<file path="config.mk">
export PLATFORM = sky130hd
export DESIGN_NAME = aes_inv_controller
export DESIGN_NICKNAME = d
export VERILOG_FILES = /design/src/rtl/aes_inv_controller.sv
export SDC_FILE = /design/constraint.sdc
export NUM_CORES = 1
export LEC_CHECK = 0
export ABC_AREA = 1
export BUFFER_PORTS_ARGS = -buffer_cell sky130_fd_sc_hd__buf_2
export CAP_MARGIN = 25
export CORE_MARGIN = 3
export CORE_UTILIZATION = 28
export CTS_CLUSTER_DIAMETER = 120
export CTS_CLUSTER_SIZE = 24
export DETAILED_ROUTE_END_ITERATION = 16
export PLACE_DENSITY = 0.43
export SLEW_MARGIN = 20
export SYNTH_ARGS = -nofsm -noshare
export SYNTH_HDL_FRONTEND = slang
export SYNTH_SLANG_ARGS = --single-unit
</file>
<file path="constraint.sdc">
create_clock -name clk -period 5.15 [get_ports clk]
set_input_delay 0.2575 -clock clk [delete_from_list [all_inputs] [get_ports clk]]
set_output_delay 0.2575 -clock clk [all_outputs]
set_load 0.05 [all_outputs]
</file>
<file path="src/rtl/aes_inv_controller.sv">
// Sequencer for the AES-128 inverse cipher: forward key schedule to K10,
// then AddRoundKey, nine inverse rounds and the final round, walking keys back.
module aes_inv_controller #(
    parameter int ROUND_CYCLES = 2
) (
    input  logic       clk,
    input  logic       rst,
    input  logic       load,
    output logic       busy,
    output logic       done,
    output logic       state_sel,
    output logic       state_en,
    output logic [1:0] stage_sel,
    output logic       key_sel,
    output logic       key_dir,
    output logic       key_en,
    output logic [7:0] rcon,
    output logic [3:0] round_idx,
    output logic       pt_en
);

    localparam logic [2:0] PH_LAST = 3'(ROUND_CYCLES - 1);

    typedef enum logic [2:0] {
        IDLE,
        KEYFWD,
        INIT,
        ROUND,
        FINAL,
        DONE
    } state_t;

    state_t     state;
    logic [2:0] ph;
    logic       active;
    logic       step;
    logic       capture;

    function automatic logic [7:0] rc(input logic [3:0] n);
        logic [7:0] v;
        v = 8'h00;
        unique case (n)
            4'd1:    v = 8'h01;
            4'd2:    v = 8'h02;
            4'd3:    v = 8'h04;
            4'd4:    v = 8'h08;
            4'd5:    v = 8'h10;
            4'd6:    v = 8'h20;
            4'd7:    v = 8'h40;
            4'd8:    v = 8'h80;
            4'd9:    v = 8'h1b;
            4'd10:   v = 8'h36;
            default: v = 8'h00;
        endcase
        return v;
    endfunction

    assign active  = (state == KEYFWD) || (state == INIT) ||
                     (state == ROUND) || (state == FINAL);
    assign step    = !rst && active && (ph == PH_LAST);
    assign capture = !rst && load && ((state == IDLE) || (state == DONE));

    // Enables are the only outputs with a direct path from load, and only
    // while idle; everything else decodes registered state.
    assign state_en = capture ||
                      (step && ((state == INIT) || (state == ROUND) ||
                                (state == FINAL)));
    assign key_en   = capture ||
                      (step && ((state == KEYFWD) || (state == INIT) ||
                                (state == ROUND)));
    assign pt_en    = step && (state == FINAL);

    always_comb begin
        rcon = 8'h00;
        unique case (state)
            KEYFWD:  rcon = rc(round_idx + 4'd1);
            INIT:    rcon = rc(4'd10);
            ROUND:   rcon = rc(round_idx);
            default: rcon = 8'h00;
        endcase
    end

    always_ff @(posedge clk) begin
        if (rst) begin
            state     <= IDLE;
            ph        <= 3'd0;
            round_idx <= 4'd0;
            busy      <= 1'b0;
            done      <= 1'b0;
            state_sel <= 1'b0;
            stage_sel <= 2'd0;
            key_sel   <= 1'b0;
            key_dir   <= 1'b0;
        end else begin
            if (active) begin
                ph <= step ? 3'd0 : ph + 3'd1;
            end
            unique case (state)
                IDLE, DONE: begin
                    if (load) begin
                        state     <= KEYFWD;
                        ph        <= 3'd0;
                        round_idx <= 4'd0;
                        busy      <= 1'b1;
                        done      <= 1'b0;
                        state_sel <= 1'b0;
                        stage_sel <= 2'd0;
                        key_sel   <= 1'b1;
                        key_dir   <= 1'b0;
                    end
                end
                KEYFWD: begin
                    if (step) begin
                        if (round_idx >= 4'd9) begin
                            round_idx <= 4'd10;
                            state     <= INIT;
                            state_sel <= 1'b1;
                            stage_sel <= 2'd0;
                            key_dir   <= 1'b1;
                        end else begin
                            round_idx <= round_idx + 4'd1;
                        end
                    end
                end
                INIT: begin
                    if (step) begin
                        round_idx <= 4'd9;
                        state     <= ROUND;
                        stage_sel <= 2'd1;
                    end
                end
                ROUND: begin
                    if (step) begin
                        if (round_idx <= 4'd1) begin
                            round_idx <= 4'd0;
                            state     <= FINAL;
                            stage_sel <= 2'd2;
                        end else begin
                            round_idx <= round_idx - 4'd1;
                        end
                    end
                end
                FINAL: begin
                    if (step) begin
                        state     <= DONE;
                        busy      <= 1'b0;
                        done      <= 1'b1;
                        state_sel <= 1'b0;
                        stage_sel <= 2'd0;
                        key_sel   <= 1'b0;
                        key_dir   <= 1'b0;
                    end
                end
                default: begin
                    state <= IDLE;
                    ph    <= 3'd0;
                    busy  <= 1'b0;
                end
            endcase
        end
    end

endmodule

</file>
# ---- Word-level counts from Yosys, hierarchy flattened
# Memories as Yosys holds them, arrays and structs flattened. A register that Yosys moved wholly into a read port is not among the register bits.
# Cells that the tools add are included.
dict set report classes {
  n_addsub 3
  n_lt_le_gt_ge 2
  n_eq_ne 13
  n_mux 40
  bitwise 1
  n_reduce_logical 30
}
# op count
set op_table {}
lappend op_table {{$mux 4} 8}
lappend op_table {{$mux 3} 10}
lappend op_table {{$pmux 8 s3} 1}
lappend op_table {{$pmux 4 s4} 1}
lappend op_table {{$pmux 3 s5} 1}
lappend op_table {{$mux 2} 7}
lappend op_table {{$ne 2x2->1 const B} 5}
lappend op_table {{$pmux 2 s5} 1}
lappend op_table {{$reduce_and 5->1} 2}
lappend op_table {{$logic_or 1x1->1} 8}
lappend op_table {{$reduce_and 8->1} 1}
lappend op_table {{$logic_and 1x1->1} 7}
lappend op_table {{$reduce_and 7->1} 1}
lappend op_table {{$eq 3x1->1 const B} 2}
lappend op_table {{$eq 3x2->1 const B} 2}
lappend op_table {{$eq 3x3->1 const B} 2}
lappend op_table {{$mux 1} 6}
lappend op_table {{$pmux 1 s3} 2}
lappend op_table {{$pmux 3 s2} 1}
lappend op_table {{$reduce_and 3->1} 2}
lappend op_table {{$reduce_bool 5->1} 1}
lappend op_table {{$add 4x1->4 const B} 1}
lappend op_table {{$ge 4x4->1 const B} 1}
lappend op_table {{$le 4x1->1 const B} 1}
lappend op_table {{13 further kinds} 15}
dict set report totals {
  regBits 16
  mem_bits_ro 256
  output_inout_bits 22
  memories 2
}
# memory words word_bits read_ports rd_clocked_by_memory_dff write_ports line_no
set memory_table {}
lappend memory_table {{(name not given)} 16 8 1 0 0 42} ;# unique case (n)
lappend memory_table {{(name not given)} 16 8 1 1 0 42}

# ---- Depth between registers and ports, before layout
# Gate-level depths: netlist of the first run.
dict set report depth {
  ltp_word 10
  mapped_depth 15
}

# ---- Worst setup path before layout of the first run
# OpenSTA, ideal clock, no wires.
dict set report synth_timing {
  kind {register to output}
  startpoint {reg round_idx[1]}
  endpoint {out rcon[7]}
  arrival_time_ps 2919
  slack_ps 1974
  stages_incl_launch_ff 6
  path_cell_list {dfxtp_1 -> ha_1 -> inv_1 -> nand2_1 -> nand2_1 -> o41ai_1}
}
dict set report synth_between {
  elab_chain_len 3
}
# item line_no
set synth_rtl {}
lappend synth_rtl {{from (decl)} 18} ;# output logic [3:0] round_idx,
lappend synth_rtl {{from (signal assigned)} 121} ;# round_idx <= round_idx + 4'd1;
lappend synth_rtl {{from (signal assigned)} 139} ;# round_idx <= round_idx - 4'd1;
lappend synth_rtl {{$add 4x1->4} 76} ;# KEYFWD: rcon = rc(round_idx + 4'd1);
lappend synth_rtl {{$mem_v2 16x8} -}
lappend synth_rtl {{$pmux 8 s3} 75} ;# unique case (state)
lappend synth_rtl {{to (decl)} 17} ;# output logic [7:0] rcon,
# No other way between the ends.

==> summary.txt, run 1 <==
Worst setup path
  – R2R cell count: 13
  – Classification of the worst setup path: flop to flop
  – Chain of cells forming the critical path: inv_1 -> ha_1 -> o21ai_0 -> nand3_1 -> nand3_1 -> nand2_1 -> o21ai_2 -> nand2_1 -> inv_1 -> ha_1 -> nor2_1 -> nand3_1 -> nand2_1
  – Buffers & Inverters on Critical Path: 2
  – Largest delay share family, worst path: simple AND/OR/NAND/NOR gates
  – Kind of capture point of the worst setup path: flop
  – Beginning of the worst register-to-register path: round_idx[0]
  – Worst R2R Setup Slack: about 2.6 ns
  – Startpoint kind of the worst setup timing path: flop
  – Largest fanout on the critical path: 8
  – CP max-delay cell: dfxtp_1
  – CP arrival: 2.75 ns
  – Crit path largest cell delay: 0.49 ns
  – Worst EP required: 5.36 ns
  – Count of cell instances traversed by the critical path: 13

Timing
  – Least-Margin Pin Slew: 0.527 ns
  – Hold violation total from the final report: 0
  – Worst clock skew: a little under 0.005 ns
  – Setup repair after global routing missed its margin: no
  – Post-route setup TNS: 0 ns
  – Least setup slack across all paths after layout: 2.62 ns
  – Post-route fraction of the period consumed by the critical path: between 40% and 50%
  – Maximum achievable frequency: between 300 and 400 MHz
  – Relative slew slack: between 60% and 70%
  – Hold_ws: around 0.30 ns
  – Final max-slew violation count: 0
  – Post-layout min period: 2.53 ns
  – Final setup viols: 0

Logic synthesis
  – Flops & latches, synth: 24
  – Average cell area after synthesis: 6.68 um^2
  – Synthesized netlist cell count: 260
  – Synth warnings: 0
  – Total nets after synthesis: 276
  – Sequential area share after synthesis: 27.6%
  – Number of unique standard cell types used by synthesis: 33
  – Netlist area before placement: between 1500 and 2000 um^2

Pwr
  – Worst supply voltage drop on vdd: approximately 240 uV
  – P per Cell Area: between 600 and 700 nW/um^2
  – Overall power of the completed layout: 1.20 mW
  – Static leakage: 1.03 nW

Global route
  – Wire length of the first global-routing pass: 7.71 mm
  – Largest net degree at the start of global routing: 13
  – Global-route usage over all layers: about an eighth
  – Antenna violations before repair: 0
  – Via count of the first global-routing pass: 1558
  – GR Overflow Total: 0

Final layout
  – Sequential cell area in the final layout: 480 um^2
  – Final layout net count: 300
  – Fill cell total of the finished layout: 674
  – Multi-input gate area in the final layout: approximately 1100 um^2
  – # diodes: 0
  – Proportion of layout cells with a drive suffix above 1: 21.6%
  – Final cell count without fillers: 357
  – Growth of design area from synthesis to finish: 12.7%
  – Core Util, Final: approximately 33%
  – Fin area: 1960 um^2

Drt
  – Total Routed Length: 4.55 mm
  – Via density per instance: 4.61
  – Number of vias in the routed layout: approximately 1600
  – First drt pass iteration count: 4
  – Drt wl/cell: about 13 um
  – DRC violation count after routing: 0
  – DRT antenna net count: 0
  – Initial DRC Count: 111

Worst hold path
  – Launch point of the worst hold path: rst
  – Worst min-delay path category: primary input to flop
  – Worst hold endpoint: busy
  – Min-Delay Path Depth: 2

Job
  – Max-cap check violation count: 0

Place
  – HPWL reported at the end of detailed placement: 3.60 mm
  – Final estimated routing congestion in global placement: 0.798
  – Area after detailed placement: 1920 um^2
  – Buffers added on ports: 24
  – Post-placement setup slack: 2.61 ns
  – Total placed cells including tap cells: 354

Clock network
  – Clock slew at the register clock pins of the worst setup and hold paths: 0.09 ns
  – CTS buffer count: 3
  – Number of hold-repair buffers added at the cts stage: 0
  – Max Buffers Root-to-Sink: 2
  – Post-CTS sizing: 0
  – Clk sink count: 24
  – Post-CTS setup buffer count: 0
  – Cell chosen for the clock root: clkbuf_8
  – Clock insertion delay at the later pin of the skew report: approximately 0.27 ns
  – H-tree Lvls: 1
  – Clock tree from TritonCTS: built

Die
  – Die Y-Extent: 84.8 um
  – Number of top-level pins: 25
  – Initial Utilization: 29.2%
  – Total Die Area: 7190 um^2
  – Standard-cell row count: 28
  – Core footprint: 5960 um^2
  – Die Span X: between 80 and 90 um

Run status
  – Status: finished, final reports clean
-- layout make-up --
class / instances / share of cell area [%]
multi-input cells: 196 / 55.7
flip-flops and latches: 24 / 24.5
inverters: 35 / 6.77
repair buffers: 24 / 6.13
well taps: 75 / 4.79
clock buffers: 3 / 2.11
-- cells in the mapped netlist --
library cell / number / area share (%)
a211oi_1: 2 / 0.86
dfxtp_1: 24 / 28
clkbuf_4: 1 / 0.43
buf_4: 1 / 0.43
o31ai_1: 4 / 1.7
o22ai_1: 1 / 0.36
and2_1: 1 / 0.36
o21ai_1: 4 / 1.2
clkinv_2: 1 / 0.29
a21oi_1: 11 / 3.2
nor2b_4: 1 / 0.79
or2_2: 1 / 0.36
nor2_2: 5 / 1.8
nand4_2: 1 / 0.72
inv_2: 4 / 0.86
nor2_1: 28 / 6.0
o21ai_0: 11 / 3.2
o41ai_1: 1 / 0.50
nand3_1: 16 / 4.6
nor2_4: 3 / 1.9
buf_2: 1 / 0.29
ha_1: 13 / 9.4
nand2_2: 10 / 3.6
o21ai_2: 1 / 0.50
clkbuf_1: 1 / 0.22
nand3_2: 3 / 1.7
nand2_4: 4 / 2.6
nand4_1: 5 / 1.8
xor2_1: 1 / 0.50
inv_1: 30 / 6.5
nor3_1: 2 / 0.58
nand2_1: 67 / 14
buf_6: 1 / 0.65
-- placed cells by master, fill, tap and decap left out --
master | synthesis | routed
and2_1 | 1 | 1
o21ai_1 | 4 | 4
nor2_4 | 3 | 3
nor3_1 | 2 | 2
nand2_4 | 4 | 4
nand2_1 | 67 | 67
o22ai_1 | 1 | 1
or2_2 | 1 | 1
clkbuf_8 | 0 | 3
nor2_1 | 28 | 28
xor2_1 | 1 | 1
nand3_2 | 3 | 3
o41ai_1 | 1 | 1
nand2_2 | 10 | 10
buf_2 | 1 | 24
clkinv_2 | 1 | 1
inv_1 | 30 | 30
ha_1 | 13 | 13
dfxtp_1 | 24 | 24
nor2_2 | 5 | 5
nor2b_4 | 1 | 1
nand3_1 | 16 | 16
inv_2 | 4 | 4
o21ai_2 | 1 | 1
a211oi_1 | 2 | 2
a21oi_1 | 11 | 11
nand4_1 | 5 | 5
nand4_2 | 1 | 1
o21ai_0 | 11 | 11
o31ai_1 | 4 | 4
-- cell families (layout without fill, tap and decap cells) --
| logic type | Yosys count | after routing | share of synthesized area, % |
|---|---|---|---|
| adder cells (fa/ha/maj) | 13 | 13 | 9.36 |
| AND/OR/NAND/NOR | 147 | 147 | 41.4 |
| XOR/XNOR | 1 | 1 | 0.504 |
| AO/OA/AOI/OAI | 35 | 35 | 11.4 |
| buffers and inverters | 40 | 62 | 9.65 |
| flip-flops | 24 | 24 | 27.6 |
-- worst max path at each step --
stage	from	end	slack (ns)
detailed placement	round_idx[0]	flop	2.61
global route	round_idx[0]	flop	2.33
finish	round_idx[0]	flop	2.62
global placement	round_idx[0]	flop	2.70
CTS	round_idx[0]	flop	2.60
floorplan	round_idx[1]	rcon[7]	1.97
-- power by group --
part,switching [mW],total [mW],internal (mW)
Sequential,0.0437,0.269,0.225
Clock,0.0612,0.114,0.0524
Combinational,0.605,0.823,0.217
-- per-layer routing --
layer / share of wire (%) / global-route usage [%]
met1: 52 / 19.2
met2: 44 / 20.4
met3: 2.7 / 1.57
met4: 1.1 / 3.74
met5: 0 / 0
-- worst reg2reg max path, cell delays in order, from the launching register on --
cell,delay [ns]
dfxtp_1,0.49
inv_1,0.22
ha_1,0.30
o21ai_0,0.35
nand3_1,0.12
nand3_1,0.10
nand2_1,0.06
o21ai_2,0.07
nand2_1,0.14
inv_1,0.12
ha_1,0.23
nor2_1,0.10
nand3_1,0.09
nand2_1,0.09
Note: power is estimated with default switching activity, not from simulation.
==> inputs of run 2 (changes only) <==
--- a/config.mk
+++ b/config.mk
@@ -5,7 +5,7 @@
 export SDC_FILE = /design/constraint.sdc
 export NUM_CORES = 1
 export LEC_CHECK = 0
-export ABC_AREA = 1
+export ABC_AREA = 0
 export BUFFER_PORTS_ARGS = -buffer_cell sky130_fd_sc_hd__buf_2
 export CAP_MARGIN = 25
 export CORE_MARGIN = 3
@@ -13,7 +13,7 @@
 export CTS_CLUSTER_DIAMETER = 120
 export CTS_CLUSTER_SIZE = 24
 export DETAILED_ROUTE_END_ITERATION = 16
-export PLACE_DENSITY = 0.43
+export PLACE_DENSITY = 0.44
 export SLEW_MARGIN = 20
 export SYNTH_ARGS = -nofsm -noshare
 export SYNTH_HDL_FRONTEND = slang
==> constraint.sdc (replaced) <==
create_clock -name clk -period 2.2 [get_ports clk]
set_input_delay 0.11 -clock clk [delete_from_list [all_inputs] [get_ports clk]]
set_output_delay 0.11 -clock clk [all_outputs]
set_load 0.05 [all_outputs]
==> summary.txt, run 2 <==
Die
  – Die Span X: 87.0 um (+2.6%)
  – Total Die Area: 7570 um^2 (+5.3%)
  – Initial Utilization: 30.0% (+0.80 points)
  – Number of top-level pins: 25 (unchanged)
  – Die Y-Extent: 87.0 um (+2.6%)
  – Core footprint: 6130 um^2 (+2.9%)
  – Standard-cell row count: 28 (unchanged)

Global route
  – Global-route usage over all layers: 16.9% (+3.7 points)
  – Antenna violations before repair: 0 (unchanged)
  – Via count of the first global-routing pass: 1882 (+21%)
  – Wire length of the first global-routing pass: 9.96 mm (+29%)
  – Largest net degree at the start of global routing: 29 (+16)
  – GR Overflow Total: 0 (unchanged)

Drt
  – Total Routed Length: 6.26 mm (+38%)
  – Via density per instance: 5.38 (+17%)
  – DRT antenna net count: 0 (unchanged)
  – Drt wl/cell: 17.0 um (+33%)
  – First drt pass iteration count: 4 (unchanged)
  – Number of vias in the routed layout: 1986 (+21%)
  – Initial DRC Count: 163 (+47%)
  – DRC violation count after routing: 0 (unchanged)

Final layout
  – Growth of design area from synthesis to finish: 51.0%
  – Final layout net count: 311 (+3.7%)
  – Most common cell after layout, fill and taps aside: buf_4
  – Fill cell total of the finished layout: 598 (-11%)
  – Proportion of layout cells with a drive suffix above 1: 45.6% (+24 points)
  – Leading cell types in the layout, fill and taps excluded: buf_4 (50), nor2_1 (21), buf_2 (21), o21ai_0 (17), dfxtp_1 (17)
  – # diodes: 0 (unchanged)
  – Final cell count without fillers: 369 (+3.4%)

Logic synthesis
  – Leading post-synthesis cells by instance count: nor2_1 (26), dfxtp_1 (24), o21ai_0 (17), ha_1 (13), a21oi_1 (12)
  – Number of unique standard cell types used by synthesis: 64 (+94%)
  – Biggest area contributors in the synthesized netlist: dfxtp_1 (26%), ha_1 (8.8%), nor2_1 (5.3%)
  – Netlist area before placement: 1840 um^2 (+5.8%)
  – Average cell area after synthesis: 7.99 um^2 (+20%)
  – Sequential area share after synthesis: 26.1% (-1.5 points)
  – Top-area cell type share of the netlist area: 26.1% (-1.5 points)
  – Total nets after synthesis: 246 (-11%)
  – Synthesized netlist cell count: 230 (-12%)
  – Async SR Flop Fraction: 0% (unchanged)
  – Flops & latches, synth: 24 (unchanged)
  – Most numerous cell in the Yosys netlist: nor2_1
  – Count of flip-flops with a built-in enable after synthesis: 0 (unchanged)
  – Predominant post-synthesis flop cell: dfxtp_1
  – Synth warnings: 0 (unchanged)
  – Top cell type by total area after synthesis: dfxtp_1

Run status
  – Violated checks: negative setup slack
  – Status: finished with violations

Timing
  – Post-route fraction of the period consumed by the critical path: 101% (+52 points)
  – Least setup slack across all paths after layout: -0.0197 ns (-2.64 ns)
  – Maximum achievable frequency: 451 MHz (+14%)
  – Setup repair after global routing missed its margin: yes
  – Least-Margin Pin Slew: 0.416 ns (-0.111 ns)
  – Post-route setup TNS: -0.0197 ns (-0.0197 ns)
  – Relative slew slack: 71.6% (+6.7 points)
  – Hold violation total from the final report: 0 (unchanged)
  – Final max-slew violation count: 0 (unchanged)
  – Post-layout min period: 2.22 ns (-0.313 ns)
  – Final setup viols: 1 (+1)
  – Worst clock skew: 0.00120 ns (-0.00368 ns)

Place
  – Final estimated routing congestion in global placement: 0.852 (+6.8%)
  – Buffers added on ports: 24 (unchanged)
  – Total placed cells including tap cells: 359 (+1.4%)
  – HPWL reported at the end of detailed placement: 4.57 mm (+27%)
  – Post-placement setup slack: -0.181 ns (-2.80 ns)

Pwr
  – Static leakage: 1.13 nW (+9.4%)
  – Overall power of the completed layout: 1.10 mW (-8.7%)
  – Worst supply voltage drop on vdd: 426 uV (+77%)
  – P per Cell Area: 396 nW/um^2 (-36%)

Worst setup path
  – R2R cell count: 9 (-4)
  – Kind of capture point of the worst setup path: flop
  – CP max-delay cell: or4_1
  – Crit path largest cell delay: 0.45 ns (-0.04 ns)
  – CP arrival: 2.44 ns (-0.31 ns)
  – Worst EP required: 2.42 ns (-2.94 ns)
  – Startpoint kind of the worst setup timing path: flop
  – Chain of cells forming the critical path: inv_2 -> ha_4 -> or3b_4 -> o2bb2ai_4 -> a2bb2oi_4 -> a22o_4 -> buf_6 -> or4_1 -> nor2_1
  – Classification of the worst setup path: flop to flop
  – Largest fanout on the critical path: 5 (-3)

Clock network
  – CTS buffer count: 3 (unchanged)
  – Cell chosen for the clock root: clkbuf_8
  – H-tree Lvls: 1 (unchanged)
  – Max Buffers Root-to-Sink: 2 (unchanged)
  – Clk sink count: 24 (unchanged)
  – Clock slew at the register clock pins of the worst setup and hold paths: 0.10 ns (about the same)
  – Clock insertion delay at the later pin of the skew report: 0.27 ns (about the same)
  – Clock tree from TritonCTS: built

Worst hold path
  – Worst min-delay path category: primary input to flop
  – Min-Delay Path Depth: 3 (+1)

Job
  – Max-cap check violation count: 0 (unchanged)
## run 2: cell count changes after synthesis, moves of 8 or more
cell      previous run  this run
nand2_1             67        11
inv_1               30         7
nand2_2             10         0
nand3_1             16         6
clkbuf_1             1         9
## run 2: power breakdown
group,total (mW),internal [mW],switching (mW)
Sequential,0.455,0.444,0.0107
Clock,0.362,0.198,0.164
Combinational,0.284,0.110,0.173
Total,1.10,0.753,0.348
## run 2: area by class of cell
cell class                      count  area (um^2)  share of cell area [%]
Multi-Input combinational cell    179         1520                    54.7
Timing Repair Buffer               77          557                    20.1
Sequential cell                    24          494                    17.8
Tap cell                           75         93.8                    3.38
Clock buffer                        4         66.3                    2.39
Inverter                           10         45.0                    1.62
## run 2: metal layers
| metal | share of wire (%) | up-vias | global-route usage [%] | routed length [um] |
|---|---|---|---|---|
| met5 | 0 | - | 0 | 0 |
| met4 | 0.46 | 0 | 2.12 | 29 |
| met3 | 3.4 | 2 | 2.93 | 210 |
| met2 | 46 | 37 | 25.1 | 2870 |
| met1 | 50 | 967 | 25.8 | 3150 |
| li1 | - | 980 | - | - |
## run 2: stage by stage
stage | hold slack (ns) | utilization, % | instance area (um^2)
6_report | 0.265 | 45.3 | 2780
5_1_grt | 0.286 | 45.3 | 2780
4_1_cts | 0.254 | 41.9 | 2570
3_5_place_dp | 0.440 | 39.4 | 2410
3_3_place_gp | 0.448 | 39.4 | 2410
2_1_floorplan | 0.407 | - | 1920
## run 2: path summary, 6_finish.rpt
path	start	slack [ns]	end
setup / recovery	ph[1]	-0.02	flop
hold / removal	load	0.26	key_sel
setup reg to reg	ph[1]	-0.02	flop
hold reg to reg	stage_sel[1]	0.47	stage_sel[1]
## run 2: what timing repair did
action | CTS | global route
gates resized for setup | 23 | 33
pin swaps | 7 | 6
setup buffers | 2 | 5
endpoints found under the setup margin | 13 | 15
hold buffers | 0 | 0
## run 2: cells by family after synthesis
family | count (synthesis) | synth area share (%)
xor gates and xnor gates | 5 | 2.38
buffers and inverters | 27 | 6.53
muxes | 4 | 2.18
AOI/OAI and AO/OA | 76 | 29.9
adders and majority gates | 13 | 8.85
and+or+nand+nor | 81 | 24.0
DFF | 24 | 26.1
## run 2: worst max-delay path, delay by kind of cell, from the launching register on
| kind | cells | cell delay [ns] |
|---|---|---|
| AND/OR/NAND/NOR | 3 | 0.98 |
| AO/OA/AOI/OAI | 3 | 0.52 |
| flip-flops | 1 | 0.34 |
| adder cells (fa/ha/maj) | 1 | 0.14 |
| buffers and inverters | 2 | 0.17 |
==> inputs of run 3 (changes only) <==
--- a/config.mk
+++ b/config.mk
@@ -18,3 +18,4 @@
 export SYNTH_ARGS = -nofsm -noshare
 export SYNTH_HDL_FRONTEND = slang
 export SYNTH_SLANG_ARGS = --single-unit
+export TNS_END_PERCENT = 20
==> summary.txt, run 3 (same netlist as run 2, synthesis figures left out) <==
Run status
  – Status: finished with violations
  – Violated checks: negative setup slack

Clock network
  – Clk sink count: 24 (unchanged)
  – H-tree Lvls: 1 (unchanged)
  – Cell chosen for the clock root: clkbuf_8
  – Max Buffers Root-to-Sink: 2 (unchanged)
  – Number of hold-repair buffers added at the cts stage: 0 (unchanged)
  – Clock insertion delay at the later pin of the skew report: 0.27 ns (about the same)
  – Clock slew at the register clock pins of the worst setup and hold paths: 0.10 ns (about the same)
  – CTS buffer count: 3 (unchanged)
  – Clock tree from TritonCTS: built

Place
  – HPWL reported at the end of detailed placement: 4.57 mm (unchanged)
  – Buffers added on ports: 24 (unchanged)
  – Area after detailed placement: 2410 um^2 (unchanged)
  – Final estimated routing congestion in global placement: 0.852 (unchanged)

Pwr
  – Overall power of the completed layout: 1.10 mW (+0.18%)
  – Worst supply voltage drop on vdd: 427 uV (+0.37%)
  – P per Cell Area: 399 nW/um^2 (+0.68%)
  – Static leakage: 1.13 nW (about the same)

Worst setup path
  – Worst Setup SP: round_idx[0]
  – Kind of capture point of the worst setup path: flop
  – Buffers & Inverters on Critical Path: 4 (+2)
  – Largest fanout on the critical path: 4 (-1)
  – CP arrival: 2.47 ns (+0.03 ns)
  – Count of cell instances traversed by the critical path: 10 (+1)
  – Chain of cells forming the critical path: inv_4 -> buf_4 -> buf_4 -> ha_1 -> nor2_1 -> a21boi_2 -> a22o_4 -> buf_6 -> or4_1 -> nor2_1
  – Worst R2R Setup Slack: -0.06 ns (-0.04 ns)
  – Startpoint kind of the worst setup timing path: flop
  – Classification of the worst setup path: flop to flop
  – Largest delay share family, worst path: simple AND/OR/NAND/NOR gates
  – Worst EP required: 2.42 ns (about the same)
  – Crit path largest cell delay: 0.49 ns (+0.04 ns)
  – Beginning of the worst register-to-register path: round_idx[0]
  – CP max-delay cell: or4_1
  – R2R cell count: 10 (+1)

Final layout
  – Proportion of layout cells with a drive suffix above 1: 44.4% (-1.2 points)
  – Growth of design area from synthesis to finish: 50.2%
  – Fin area: 2760 um^2 (-0.50%)
  – Core Util, Final: 45.0% (-0.22 points)
  – Final layout net count: 310 (-0.32%)
  – Leading cell types in the layout, fill and taps excluded: buf_4 (49), nor2_1 (20), buf_2 (20), o21ai_0 (17), dfxtp_1 (17)
  – Most common cell after layout, fill and taps aside: buf_4
  – # diodes: 0 (unchanged)

Worst hold path
  – Worst min-delay path category: primary input to flop

Drt
  – Drt wl/cell: 16.8 um (-1.1%)
  – Initial DRC Count: 127 (-22%)
  – Number of vias in the routed layout: 1982 (-0.20%)
  – DRT antenna net count: 0 (unchanged)
  – Total Routed Length: 6.17 mm (-1.4%)
  – Via density per instance: 5.39 (about the same)
  – First drt pass iteration count: 4 (unchanged)
  – DRC violation count after routing: 0 (unchanged)

Global route
  – Antenna violations before repair: 0 (unchanged)
  – Global-route usage over all layers: 16.9% (+0.020 points)
  – GR Overflow Total: 0 (unchanged)
  – Wire length of the first global-routing pass: 9.97 mm (+0.14%)
  – Via count of the first global-routing pass: 1883 (+0.053%)
  – Largest net degree at the start of global routing: 29 (unchanged)

Timing
  – Post-route fraction of the period consumed by the critical path: 103% (+1.7 points)
  – Worst clock skew: 0.000862 ns (-0.000338 ns)
  – Post-route setup TNS: -0.157 ns (-0.137 ns)
  – Final setup viols: 3 (+2)
  – Hold_ws: 0.274 ns (+0.00865 ns)
  – Least-Margin Pin Slew: 0.430 ns (+0.0139 ns)
  – Maximum achievable frequency: 443 MHz (-1.6%)
  – Final max-slew violation count: 0 (unchanged)
  – Relative slew slack: 71.1% (-0.43 points)
  – Post-layout min period: 2.26 ns (+0.0371 ns)
  – Hold violation total from the final report: 0 (unchanged)
  – Least setup slack across all paths after layout: -0.0568 ns (-0.0371 ns)
  – Setup repair after global routing missed its margin: yes

Die
  – Total Die Area: 7570 um^2 (unchanged)
  – Die Span X: 87.0 um (unchanged)
  – Initial Utilization: 30.0% (unchanged)
  – Number of top-level pins: 25 (unchanged)
  – Standard-cell row count: 28 (unchanged)
  – Core footprint: 6130 um^2 (unchanged)
  – Die Y-Extent: 87.0 um (unchanged)

Job
  – Max-cap check violation count: 0 (unchanged)
run 3: cell types whose count changed in the layout (fill, tap and decap cells not counted), sizes merged:
cell	previous run	this run
buf	77	74
clkbuf	4	6
run 3: through the flow:
stage | instances | setup WS (ns)
floorplan | 230 | -0.0344
finish | 368 | -0.0568
detailed placement | 359 | -0.181
CTS | 365 | -0.0404
global placement | 359 | -0.116
global route | 368 | -0.146
run 3: per-layer routing:
metal  part of all wire (%)  vias up  wire length [um]  global-route usage [%]
li1                       -      983                 -                       -
met1                     49      947              3030                    25.8
met2                     45       48              2770                    25.2
met3                    5.1        4               317                    2.93
met4                   0.89        0                55                    2.12
met5                      0        -                 0                       0
run 3: layout make-up:
cell class,count,area (um^2)
multi-input cells,179,1510
well taps,75,93.8
flip-flops and latches,24,494
repair buffers,76,548
clock buffers,4,66.3
inverters,10,47.5
fillers,593,3370
run 3: worst min-delay path by stage:
stage / from / endpoint / slack [ns] / cells past startpoint
after floorplan: rst / state[0] / 0.41 / 3
after global placement: done / done / 0.45 / 1
after detailed placement: stage_sel[1] / stage_sel[1] / 0.44 / 1
after CTS: load / key_sel / 0.25 / 3
after global routing: load / key_sel / 0.29 / 3
final: load / key_sel / 0.27 / 3
run 3: worst register-to-register path: cells and delay by family (launching register included):
kind            cells  cell delay (ns)
compound gates      2             0.32
flops               1             0.40
fa+ha+maj           1             0.32
buf+inv             4             0.41
simple gates        3             0.75
run 3: power by group:
part           switching [mW]  internal (mW)  leakage (nW)
clock                   0.167          0.198        0.0339
sequential             0.0110          0.444         0.198
combinational           0.172          0.110         0.896
run 3: timing repair:
| action | 4_1_cts | 5_1_grt |
|---|---|---|
| resized for setup | 22 | 28 |
| pin swaps | 8 | 12 |
| buffers inserted | 2 | 4 |
| cloned | 0 | 0 |
| setup endpoints to repair | 13 | 15 |
